--- config.mk ---
export PLATFORM = sky130hd
export DESIGN_NAME = vga_timing_gen
export DESIGN_NICKNAME = d
export VERILOG_FILES = /design/src/rtl/vga_timing_gen.sv
export SDC_FILE = /design/constraint.sdc
export NUM_CORES = 1
export LEC_CHECK = 0
export CORE_UTILIZATION = 55
export CTS_CLUSTER_SIZE = 8
export DETAILED_ROUTE_END_ITERATION = 7
export PLACE_DENSITY = 0.82
export SLEW_MARGIN = 15
export SYNTH_ARGS = -nofsm -noshare
export SYNTH_HDL_FRONTEND = slang
export SYNTH_SLANG_ARGS = --single-unit
--- constraint.sdc ---
create_clock -name clk -period 5.3 [get_ports clk]
set_input_delay 1.06 -clock clk [delete_from_list [all_inputs] [get_ports clk]]
set_output_delay 1.06 -clock clk [all_outputs]
set_load 0.05 [all_outputs]
--- src/rtl/vga_timing_gen.sv ---
// VGA raster timing generator: pixel/line counters with registered syncs, blanking and frame/line pulses.
// Define VGA_TIMING_INTERNAL_DIV_EN to ignore pix_ce and advance on every 4th clk from an internal divider.
module vga_timing_gen #(
  parameter int H_ACTIVE = 640,
  parameter int H_FP     = 16,
  parameter int H_SYNC   = 96,
  parameter int H_BP     = 48,
  parameter int V_ACTIVE = 480,
  parameter int V_FP     = 10,
  parameter int V_SYNC   = 2,
  parameter int V_BP     = 33
) (
  input  logic       clk,
  input  logic       rst_n,
  input  logic       pix_ce,
  output logic       hsync,
  output logic       vsync,
  output logic       video_on,
  output logic [9:0] x,
  output logic [9:0] y,
  output logic       frame_start,
  output logic       line_end
);

  localparam int H_TOTAL = H_ACTIVE + H_FP + H_SYNC + H_BP;
  localparam int V_TOTAL = V_ACTIVE + V_FP + V_SYNC + V_BP;

  localparam logic [9:0] H_LAST   = 10'(H_TOTAL - 1);
  localparam logic [9:0] V_LAST   = 10'(V_TOTAL - 1);
  localparam logic [9:0] H_VIS    = 10'(H_ACTIVE);
  localparam logic [9:0] V_VIS    = 10'(V_ACTIVE);
  localparam logic [9:0] HS_START = 10'(H_ACTIVE + H_FP);
  localparam logic [9:0] HS_END   = 10'(H_ACTIVE + H_FP + H_SYNC);
  localparam logic [9:0] VS_START = 10'(V_ACTIVE + V_FP);
  localparam logic [9:0] VS_END   = 10'(V_ACTIVE + V_FP + V_SYNC);

  logic       ce;
  logic       x_wrap;
  logic       y_wrap;
  logic [9:0] x_next;
  logic [9:0] y_next;

`ifdef VGA_TIMING_INTERNAL_DIV_EN
  logic [1:0] div_cnt;
  logic       unused_pix_ce;

  assign unused_pix_ce = pix_ce;

  // Counts 0,1,2,3: the enable fires while the count is 3, i.e. the 4th edge after release.
  always_ff @(posedge clk or negedge rst_n) begin
    if (!rst_n) div_cnt <= 2'd0;
    else        div_cnt <= div_cnt + 2'd1;
  end

  assign ce = (div_cnt == 2'd3);
`else
  assign ce = pix_ce;
`endif

  // NOTE: every always_comb output gets a default before any branch, so no latch can be inferred.
  always_comb begin
    x_wrap = (x == H_LAST);
    y_wrap = (y == V_LAST);
    x_next = x + 10'd1;
    y_next = y;
    if (x_wrap) begin
      x_next = 10'd0;
      y_next = y_wrap ? 10'd0 : y + 10'd1;
    end
  end

  // Syncs and blanking are decoded from the next position so they line up with x/y on the same edge.
  // NOTE: state uses non-blocking assignments; reset is asynchronous and sits in the sensitivity list.
  always_ff @(posedge clk or negedge rst_n) begin
    if (!rst_n) begin
      x           <= H_LAST;
      y           <= V_LAST;
      hsync       <= 1'b1;
      vsync       <= 1'b1;
      video_on    <= 1'b0;
      frame_start <= 1'b0;
      line_end    <= 1'b0;
    end else if (ce) begin
      x           <= x_next;
      y           <= y_next;
      hsync       <= !((x_next >= HS_START) && (x_next < HS_END));
      vsync       <= !((y_next >= VS_START) && (y_next < VS_END));
      video_on    <= (x_next < H_VIS) && (y_next < V_VIS);
      frame_start <= x_wrap && y_wrap;
      line_end    <= x_wrap;
    end else begin
      frame_start <= 1'b0;
      line_end    <= 1'b0;
    end
  end

endmodule

==> metrics.md <==
| Metric | Value |
|---|---|
| Drt pass-1 iters | 4 |
| Initial Utilization | 60.0% |
| Final #Nets | around 190 |
| # hold bufs at CTS | 0 |
| Post-DP HPWL | around 2300 µm |
| Sequential area share after synthesis | just over 40% |
| Synthesized net count | 169 |
| Class of the most critical setup path | reg -> out |
| Post-Route WL | about 3300 µm |
| Psw | around 0.3 mW |
| Final std cells w/o fill | ~220 |
| Crit-path cells | clkdlybuf4s50_1 |
| Share of cells above drive strength 1 | about 14% |
| Fin crit share | approximately 54% |
| Most frequent cells in the layout | clkdlybuf4s50_1 (27), nand2_1 (18), dfrtp_1 (13) |
| Wire per inst | between 15 and 20 µm |
| CP top delay family | buffers and inverters |
| CP bufs+invs | 1 |
| Die span in x | approximately 55 µm |
| Fmax | between 300 and 400 MHz |
| Clock power share | a little under an eighth |
| Initial antenna violation count | 0 |
| CTS tree | built |
| Post-placement cell count | 211 |
| Post-synth EDFFs | 0 |
| Detail Route Antenna Nets | 0 |
| Synthesized flop and latch total | 25 |
| Worst-path clk slew | approximately 0.13 ns |
| Clock Path Buffers | 2 |
| RSZ-0062 raised after global routing | false |
| Final WS setup | 2.42 ns |
| DR vias/cell | between 6 and 7 |
| R2R setup slack | around 2.9 ns |
| Total power | between 0.6 and 0.7 mW |
| Standard-cell rows | 18 |
| Minimum clock period after layout | roughly 2.9 ns |
| Largest net degree at the start of global routing | 26 |
| CP peak stage delay | ~0.84 ns |
| Post-Place Worst Slack | between 2 and 2.5 ns |
| First-pass GRT wire length | ~5300 µm |
| Skew final | between 0.005 and 0.006 ns |
| Sequential standard cell area | between 600 and 700 µm² |
| Ys Warns | 0 |
| Min-delay worst type | reg -> reg |
| Chip height | approximately 55 µm |
| Maximum VDD drop | 399 µV |
| Logic pwr share | 45.3% |
| Setup Viol. Count Final | 0 |
| Crit end category | output pin |
| Reg-to-reg endpoint | video_on$_DFFE_PN0P_ |
| Worst-Skew Late Latency | 0.31 ns |
| Tot GR Track Use | around a quarter |
| Asr flop ratio synth | 100% |
| Arr. time, crit path | ~1.8 ns |
| Area of the multi-input gates | 841 µm² |
| Root Driver | clkbuf_4 |
| Final Max Slew Viols | 0 |
| Top fanout value on the critical path | 12 |
| DRC | 0 |
| Sw Share | 43.9% |
| Post-synthesis instance area | 0.00154 mm² |
| Hold_ws | roughly 0.52 ns |
| Crit start category | flop |
| Core area | between 0.002 and 0.003 mm² |
| Final hold viol count | 0 |
| Final Wtd Congestion | around 0.9 |
| Worst R2R Path Depth | 6 |
| Inserted Clock Buffers | 3 |
| Internal power | about 0.39 mW |
| Pwr/cell area | roughly 380 mW/mm² |
| Synthesis-to-layout area growth | 19.6% |
| Vias in the first global route | around 1.2k |
| Mapped Cells | ~160 |
| DR vias | 1327 |
| Most used DFF post-synth | dfrtp_1 |
| I/O Pins | 28 |
| Startpoint of the worst-slack reg-to-reg timing path | x[0]$_DFFE_PN1P_ |
| DIE AREA | ~0.003 mm² |
| Worst-margin pin slew | between 0.7 and 0.8 ns |
| H-tree depth | 1 |
| Netlist cell types | 47 |
| Hold path cells | 1 |
| Max Cap Viol | 0 |
| Slowest CP cell | clkdlybuf4s50_1 |
| Mean post-synth cell area | 9.51 µm² |
| Number of diodes | 0 |
| Port bufs | 27 |
| Commonest non-fill, non-tap cell in the layout | clkdlybuf4s50_1 |
| Req. time, crit path | ~4.2 ns |
| Worst Hold Path EP | y[8]$_DFFE_PN0P_ |
| Gr ovfl total | 0 |
| Leakage | 0.702 nW |
| Rel. slew slack | 51.5% |
| Fillers | roughly 210 |
| Clock net sink count | 25 |
| Final TNS setup | 0 ns |
| Initial DRC count | 43 |
| Hold wc startpoint | y[8]$_DFFE_PN0P_ |
| Post-CTS Setup Bufs | 0 |
| Outcome | complete, no violations |
| Sequential share of power | roughly 43% |
| Cts repair resizes | 0 |
[state kept, by name (all words and copies together) (netlist names)]
register     cells
line_end         1
video_on         1
hsync            1
vsync            1
x               10
y               10
frame_start      1
[metal layers]
metal	wire (µm)	global-route usage, %	vias up
met2	1540	37.1	45
li1	-	-	643
met3	198	3.28	2
met4	14	7.92	0
met5	0	0	-
met1	1520	35.5	637
[cells by family after synthesis]
family | Yosys count | share of synthesized area (%)
simple gates | 68 | 26.1
mux | 4 | 2.84
buf+inv | 14 | 3.82
xor+xnor | 9 | 5.12
fa+ha+maj | 4 | 3.25
compound gates | 38 | 17.3
flops | 25 | 41.6
[layout make-up]
class                           instances  area share, %
Multi-Input combinational cell        123           45.7
Sequential cell                        25           34.8
Timing Repair Buffer                   28           15.1
Inverter                                5           1.02
Tap cell                               30           2.04
Clock buffer                            4           1.43
[worst max-delay path by stage]
stage                           end        startpoint  cells after the start  slack, ns
2_1_floorplan  video_on$_DFFE_PN0P_  x[0]$_DFFE_PN1P_                      6       2.94
3_3_place_gp       y[4]$_DFFE_PN0P_            pix_ce                      5       2.35
3_5_place_dp       y[4]$_DFFE_PN0P_            pix_ce                      5       2.27
4_1_cts                        y[3]  y[3]$_DFFE_PN1P_                      1       2.41
5_1_grt                        x[5]  x[5]$_DFFE_PN0P_                      1       2.37
6_report                       y[3]  y[3]$_DFFE_PN1P_                      1       2.42
[cell usage after synthesis, types with 3 or more instances]
master / instances / area share (%)
nand2_1: 18 / 4.4
dfrtp_1: 13 / 21
dfstp_2: 12 / 20
o21ai_0: 11 / 3.6
nand3_1: 9 / 2.9
nor2_1: 9 / 2.2
o31ai_1: 6 / 2.9
xnor2_1: 6 / 3.4
and3_1: 5 / 2.0
buf_2: 5 / 1.6
inv_1: 5 / 1.2
nand2b_1: 5 / 2.0
a21oi_1: 4 / 1.3
clkbuf_1: 4 / 0.97
ha_1: 4 / 3.2
mux2_2: 3 / 2.2
nand4_1: 3 / 1.2
or4_1: 3 / 1.5
xor2_1: 3 / 1.7
[power groups by stage]
stage	Clock [mW]	Sequential (mW)	Combinational [mW]
after CTS	0.0891	0.296	0.315
after detailed placement	0	0.299	0.315
final	0.0838	0.297	0.315
after global routing	0.0941	0.306	0.334
after global placement	0	0.296	0.311
after floorplan	0	0.399	0.122
[through the flow]
step | util [%] | cell area, µm²
after global routing | 71.7 | 1840
after floorplan | - | 1540
final | 71.7 | 1840
after CTS | 71.7 | 1840
after detailed placement | 70.7 | 1820
after global placement | 70.7 | 1820
(Power assumes the default switching activity.)
